## config.mk

```make
export PLATFORM = sky130hd
export DESIGN_NAME = if_stage
export DESIGN_NICKNAME = d
export VERILOG_FILES = /design/src/rtl/if_stage_pkg.sv /design/src/rtl/if_inst_select.sv /design/src/rtl/if_stage.sv
export SDC_FILE = /design/constraint.sdc
export NUM_CORES = 1
export LEC_CHECK = 0
export ABC_AREA = 1
export ABC_CLOCK_PERIOD_IN_PS = 2200
export CAP_MARGIN = 25
export CORE_MARGIN = 2
export CORE_UTILIZATION = 45
export CTS_CLUSTER_DIAMETER = 150
export CTS_CLUSTER_SIZE = 28
export DETAILED_ROUTE_END_ITERATION = 12
export HOLD_SLACK_MARGIN = 0.02
export PLACE_DENSITY = 0.84
export SLEW_MARGIN = 5
export SYNTH_ARGS = -nofsm -noshare
export SYNTH_HDL_FRONTEND = slang
export SYNTH_SLANG_ARGS = --single-unit
```

## constraint.sdc

```tcl
create_clock -name clock -period 2.2 [get_ports clock]
set_input_delay 0.44 -clock clock [delete_from_list [all_inputs] [get_ports clock]]
set_output_delay 0.44 -clock clock [all_outputs]
set_load 0.005 [all_outputs]
```

## src/rtl/if_stage_pkg.sv

```systemverilog
// Shared widths, the NOP encoding and fetch-mode decode for the fetch stage.
package if_stage_pkg;

    localparam int INST_W  = 32;
    localparam int ADDR_W  = 64;
    localparam int BLOCK_W = 64;

    localparam logic [INST_W-1:0] NOP_INST = 32'h47FF041F;

    // How many instructions leave the fetch stage this cycle.
    typedef enum logic [1:0] {
        MODE_STALL = 2'd0,  // nothing delivered, PC holds
        MODE_ONE   = 2'd1,  // slot A only, PC advances one word
        MODE_TWO   = 2'd2   // slots A and B, PC advances one block
    } fetch_mode_e;

    // A full stall wins over a single-issue limit. A PC in the upper half of
    // the block can only deliver one word because fetch never spans blocks.
    function automatic fetch_mode_e fetch_mode(input logic stall,
                                               input logic one_only,
                                               input logic upper_half);
        if (stall)
            return MODE_STALL;
        else if (one_only || upper_half)
            return MODE_ONE;
        else
            return MODE_TWO;
    endfunction

endpackage

```

## src/rtl/if_inst_select.sv

```systemverilog
// Combinational slot selection, valid generation, NOP insertion and PC step.
module if_inst_select
    import if_stage_pkg::*;
#(
    parameter logic [INST_W-1:0] NOP_INST = if_stage_pkg::NOP_INST
) (
    input  logic [ADDR_W-1:0]  pc,
    input  logic [BLOCK_W-1:0] block_data,
    input  logic               stall,
    input  logic               one_only,
    output logic [INST_W-1:0]  ir_a,
    output logic [INST_W-1:0]  ir_b,
    output logic               valid_a,
    output logic               valid_b,
    output logic [ADDR_W-1:0]  next_pc
);

    fetch_mode_e mode;

    // Pick the words for each slot and the PC successor from the fetch mode.
    always_comb begin
        // NOTE: every output gets a default first so no path can infer a latch.
        mode    = fetch_mode(stall, one_only, pc[2]);
        ir_a    = NOP_INST;
        ir_b    = NOP_INST;
        valid_a = 1'b0;
        valid_b = 1'b0;
        next_pc = pc;

        case (mode)
            MODE_ONE: begin
                valid_a = 1'b1;
                next_pc = pc + 64'd4;
            end
            MODE_TWO: begin
                valid_a = 1'b1;
                valid_b = 1'b1;
                next_pc = pc + 64'd8;
            end
            default: ;
        endcase

        // Slot A is the word the PC points at; slot B is always the upper word.
        if (valid_a)
            ir_a = pc[2] ? block_data[63:32] : block_data[31:0];
        if (valid_b)
            ir_b = block_data[63:32];
    end

endmodule

```

## src/rtl/if_stage.sv

```systemverilog
// Instruction fetch stage: holds the fetch PC and presents up to two words.
module if_stage
    import if_stage_pkg::*;
#(
    parameter logic [ADDR_W-1:0] RESET_PC = 64'h0,
    parameter logic [INST_W-1:0] NOP_INST = if_stage_pkg::NOP_INST
) (
    input  logic               clock,
    input  logic               reset,
    input  logic [BLOCK_W-1:0] Imem2proc_data,
    input  logic               non_ins_en_in,
    input  logic               one_ins_en_in,
    output logic [ADDR_W-1:0]  proc2Imem_addr,
    output logic [INST_W-1:0]  if_IRA_out,
    output logic [INST_W-1:0]  if_IRB_out,
    output logic               if_valid_instA_out,
    output logic               if_valid_instB_out
);

    logic [ADDR_W-1:0] pc_reg;
    logic [ADDR_W-1:0] next_pc;

    // Memory is addressed by whole 8-byte blocks.
    assign proc2Imem_addr = {pc_reg[ADDR_W-1:3], 3'b000};

    // Reset is treated as a stall so nothing is delivered while it is held.
    if_inst_select #(
        .NOP_INST (NOP_INST)
    ) u_select (
        .pc         (pc_reg),
        .block_data (Imem2proc_data),
        .stall      (reset | non_ins_en_in),
        .one_only   (one_ins_en_in),
        .ir_a       (if_IRA_out),
        .ir_b       (if_IRB_out),
        .valid_a    (if_valid_instA_out),
        .valid_b    (if_valid_instB_out),
        .next_pc    (next_pc)
    );

    // Fetch PC register, forced to RESET_PC asynchronously.
    always_ff @(posedge clock or posedge reset) begin
        // NOTE: sequential state uses non-blocking assignment to avoid races.
        if (reset)
            pc_reg <= RESET_PC;
        else
            pc_reg <= next_pc;
    end

endmodule

```

==> results.md <==
* Buffers on Ports at 194
* Relative slew slack at 47.2%
* DRT iter0 DRCs at 446
* CP max stage cell: dlygate4sd2_1
* Grt ovf at 0
* Cell family with most CP delay: buffers and inverters
* Most common cell after layout, fill and taps aside: nand2_1
* Hold Crit Depth at 1
* Largest area contributor in the netlist: dfrtp_1
* Final #Nets at 1029
* DP Area at 7060 um^2
* Peak VDD IR at 0.510 mV
* Cell leakage power at 3.41 nW
* Final GP Congestion at 0.999
* HP Class: reg2reg
* TritonCTS clock tree: built
* FMAX at 0.459 GHz
* Worst path bufs/invs at 4
* Max Cap Viol at 0
* IO Pins at 198
* Worst Setup Start Kind: input port
* Post-Route WL at 18.2 mm
* DR pass1 iterations at 5
* CTS sink cnt at 62
* Sequential share of the synthesized area at 30.2%
* WP data arrival at 1740 ps
* DRC at 0
* Hold_sp: pc_reg[63]
* Vias in the first global route at 5476
* Starting Density at 45.6%
* Setup CP Type: in2out
* Die ar. at 12300 um^2
* Critical path, cell by cell: dlygate4sd2_1 > nor2_4 > nand2_4 > buf_8 > buf_4 > nor2_1 > dlygate4sd2_1
* Pins Over Slew Limit at 0
* Yosys top cell area share at 30.2%
* Avg Cell Area, Syn at 6.56 um^2
* Post-DR wirelength/cell at 16.4 um
* Reg2reg start: pc_reg[2]
* Total GRT Usage at 29.4%
* Largest stage delay, worst path at 280 ps
* CP dominant cell by count: dlygate4sd2_1
* Final Cell Area at 7480 um^2
* Top post-synthesis cells by area: dfrtp_1 30%, nand2_1 16%, buf_4 9.6%, nor2_1 8.3%, inv_1 6.1%
* Commonest cells after routing, fill and taps aside: 217 x nand2_1, 126 x clkdlybuf4s50_1, 114 x nor2_1
* Worst Clk Skew at 8.44 ps
* # diodes at 0
* Synth Register Bits at 62
* Max reg flops at 62
* CP Capture Type: output port
* Layout cells sized above 1 at 12.8%
* Setup total negative slack at 0 ps
* Crit path to: if_IRB_out[7]
* Clock slew at reported path FFs at 60 ps
* Area Overhead vs Synth at 45.7%
* CORE AREA at 11300 um^2
* Skew-Pair Late Insertion Delay at 340 ps
* Antenna viol nets, final at 0
* Syn. warnings at 0
* Initial antenna violation count at 0
* Worst r2r path cells at 12
* Mapped Area at 5130 um^2
* Dpl cells at 1082
* Dpl hpwl at 14.6 mm
* Vias at 5666
* Root Driver: clkbuf_16
* R2R Path End: pc_reg[14]
* Place WS at -351 ps
* Status: finished, final reports clean
* Total CTS buffers at 9
* Die extent in x at 111 um
* Fin crit period at 2180 ps
* Num rows at 39
* Final setup fails at 0
* Pin count of the biggest net entering global routing at 63
* Worst R2R Setup Slack at 190 ps
* Worst setup startpoint: reset
* Worst EP required at 1760 ps
* First-pass GRT wire length at 28.3 mm
* Yosys cell types at 35
* Cells after synthesis at 783
* Worst slew pin tran at 792 ps
* Final Hold Fails at 0
* PwrDens at 512 nW/um^2
* H-Tree Level Count at 3
* Final period util at 99.0%
* Stages on worst setup path at 7
* Clock Tree Buf Depth at 2
* Final worst slack at 21.0 ps
* Final Non-Filler Cells at 1107
* Cts hold-fix bufs at 0
* Post-layout util at 66.4%
* Vias per cell at 5.12
* Die height at 111 um
* Largest fanout on the critical path at 13
## timing repair
action / 4_1_cts / 5_1_grt
gates resized for setup: 86 / 28
gates cloned: 3 / 0
setup buffers: 4 / 2
pin swaps: 3 / 3
setup endpoints to repair: 66 / 28
endpoints found under the hold margin: 0 / 0
## kinds of logic after synthesis
logic type | share of synthesized area, %
buffers and inverters | 17.3
flip-flops | 30.2
XOR/XNOR | 6.99
AND/OR/NAND/NOR | 39.8
other | 0.0730
adder cells (fa/ha/maj) | 0.487
AO/OA/AOI/OAI | 5.04
## cell type report
cell class / count / area, um^2
fillers: 1020 / 3790
multi-input cells: 555 / 2720
repair buffers: 244 / 2380
flip-flops and latches: 62 / 1550
inverters: 87 / 335
clock buffers: 10 / 229
well taps: 143 / 179
clock inverters: 6 / 86.3
## per-layer routing
metal	part of all wire (%)	up-vias	global-route usage [%]
li1	-	2728	-
met1	37	2590	32.6
met2	50	284	52.4
met3	7.0	64	5.19
met4	6.0	0	18.1
met5	0	-	0
## cells in the mapped netlist
| cell type | number |
|---|---|
| a21oi_1 | 16 |
| a21oi_2 | 1 |
| and2_1 | 4 |
| buf_1 | 1 |
| buf_2 | 4 |
| buf_4 | 66 |
| buf_6 | 1 |
| clkbuf_1 | 9 |
| clkinv_1 | 1 |
| conb_1 | 1 |
| dfrtp_1 | 62 |
| ha_1 | 2 |
| inv_1 | 84 |
| inv_2 | 2 |
| nand2_1 | 218 |
| nand2_2 | 4 |
| nand3_1 | 50 |
| nand3_2 | 3 |
| nand3b_1 | 9 |
| nand4_1 | 15 |
| nand4_2 | 1 |
| nor2_1 | 114 |
| nor2_2 | 13 |
| nor2_4 | 4 |
| nor3_1 | 9 |
| nor3_2 | 1 |
| nor3b_1 | 1 |
| o2111ai_1 | 1 |
| o211ai_1 | 2 |
| o21ai_0 | 21 |
| o21ai_2 | 4 |
| o22ai_1 | 1 |
| or2_2 | 17 |
| xnor2_1 | 17 |
| xor2_1 | 24 |
## power breakdown
part	switching (mW)	internal, mW
sequential	0.127	1.23
clock	0.530	0.989
combinational	0.442	0.516
## metrics by stage
stage | power, mW | hold slack [ps]
2_1_floorplan | 1.84 | 443
3_3_place_gp | 2.29 | 460
3_5_place_dp | 2.30 | 462
4_1_cts | 3.84 | 473
5_1_grt | 4.00 | 496
6_report | 3.83 | 470
## worst min path at each step
stage / slack [ps] / to
CTS: 470 / pc_reg[63]
finish: 470 / pc_reg[63]
global placement: 460 / pc_reg[63]
global route: 500 / pc_reg[63]
floorplan: 440 / pc_reg[63]
detailed placement: 460 / pc_reg[63]
Note: power is estimated with default switching activity, not from simulation.
==> edit, RTL diff (same flow settings) <==
Put a register stage on the output `if_IRB_out`, with the module's reset. The value now appears one clock later. The other outputs are not delayed to match.
--- a/src/rtl/if_stage.sv
+++ b/src/rtl/if_stage.sv
@@ -19,2 +19,4 @@
 
+    logic [INST_W-1:0] if_IRB_d;
+
     logic [ADDR_W-1:0] pc_reg;
@@ -34,3 +36,3 @@
         .ir_a       (if_IRA_out),
-        .ir_b       (if_IRB_out),
+        .ir_b       (if_IRB_d),
         .valid_a    (if_valid_instA_out),
@@ -49,2 +51,10 @@
 
+    always_ff @(posedge clock or posedge reset) begin
+        if (reset) begin
+            if_IRB_out <= '0;
+        end else begin
+            if_IRB_out <= if_IRB_d;
+        end
+    end
+
 endmodule
Check against the original RTL: not equivalent (a bounded check fails within 4 cycles, from zero or initial values and one cycle with reset high).
==> edit against the original RTL <==
- clock skew shrank 0.0038 ns
- combinational power rose by 53%
- sequential share of layout area rose by 7.4 points
- setup slack better by 0.033 ns
- synthesized area grew 18%
- via count grew 5.3%
- total power is 31% higher
- fmax is 1.6% higher
- critical path type unchanged
- cell area up 12%
- wire length grew 9.1%
- sequential cell count grew 32
- worst hold slack improved by 0.039 ns
==> edit: results (changes against the original RTL) <==
NonClk Buf Share: 0.280 (was 0.318)
CP endpoint: if_IRA_out[3] (was if_IRB_out[7])
Static Leak: 3.61 nW (was 3.41 nW)
routing usage on met3: 0.0551 (was 0.0519)
R2R setup slack: 0.29 ns (was 0.19 ns)
Final Skew: 0.00466 ns (was 0.00844 ns)
outcome: finished, final reports clean (unchanged)
post-synthesis instance total: 841 (was 783)
nets@finish: 1076 (was 1029)
met2 Usage GRT: 0.489 (was 0.524)
met1 Use GR: 0.325 (was 0.326)
# fillers: 1169 (was 1020)
GRT Overall Usage: 0.284 (was 0.294)
largest net degree at the start of global routing: 60 (was 63)
WL met2: 9720 um (was 9130 um)
CP max stage delay: 0.45 ns (was 0.28 ns)
fraction of layout cells with a size suffix above 1: 0.113 (was 0.128)
Post-Place Setup Slack: -0.277 ns (was -0.351 ns)
Max VDD drop: 0.000363 V (was 0.000510 V)
Layout area overhead: 37.6% (was 45.7%)
XOR/XNOR Fraction of Synth Area: 0.0563 (was 0.0699)
Synth Area in Compound Gates: 0.0464 (was 0.0504)
Cell Area, Synth: 6070 um^2 (was 5130 um^2)
RePlAce Congestion: 0.992 (was 0.999)
Finished Layout Cells: 1186 (was 1107)
Final clock-cell share: 0.0343 (was 0.0421)
Synth Area in Adders: 0.00412 (was 0.00487)
CP Data Arrival Time: 1.71 ns (was 1.74 ns)
R2R cell count: 11 (was 12)
WL final: 19800 um (was 18200 um)
met3 WL: 1310 um (was 1280 um)
HP Class: input port to asynchronous set/reset pin (was flip-flop to flip-flop)
reg2reg end: pc_reg[26] (was pc_reg[14])
storage element area: 2350 um^2 (was 1550 um^2)
-- edit: cell count changes after synthesis, moves of 4 or more --
cell	before	now
o21ai_0	21	16
xnor2_1	17	27
o21ai_1	0	14
nand4_1	15	28
nand2_1	218	228
dfrtp_1	62	94
xor2_1	24	12
inv_1	84	79
inv_2	2	6
-- edit: worst min-delay path by stage --
stage	to	slack, ns	cells after the start
after global placement	pc_reg[63]	0.50	2
after floorplan	pc_reg[63]	0.47	2
after CTS	if_IRB_out[30]	0.52	4
final	if_IRB_out[30]	0.51	4
after global routing	pc_reg[36]	0.53	1
after detailed placement	pc_reg[36]	0.52	1
-- edit: where the power goes --
part           switching [mW]  leakage, nW  internal [mW]
clock                   0.645        0.138          0.855
sequential              0.193         1.17           1.87
combinational           0.728         2.30          0.746
-- edit: timing repair --
action,in CTS,in global routing
hold buffers,0,0
pin swaps,1,1
setup endpoints to repair,34,12
gates cloned,2,0
setup buffers,4,0
gates resized for setup,32,10
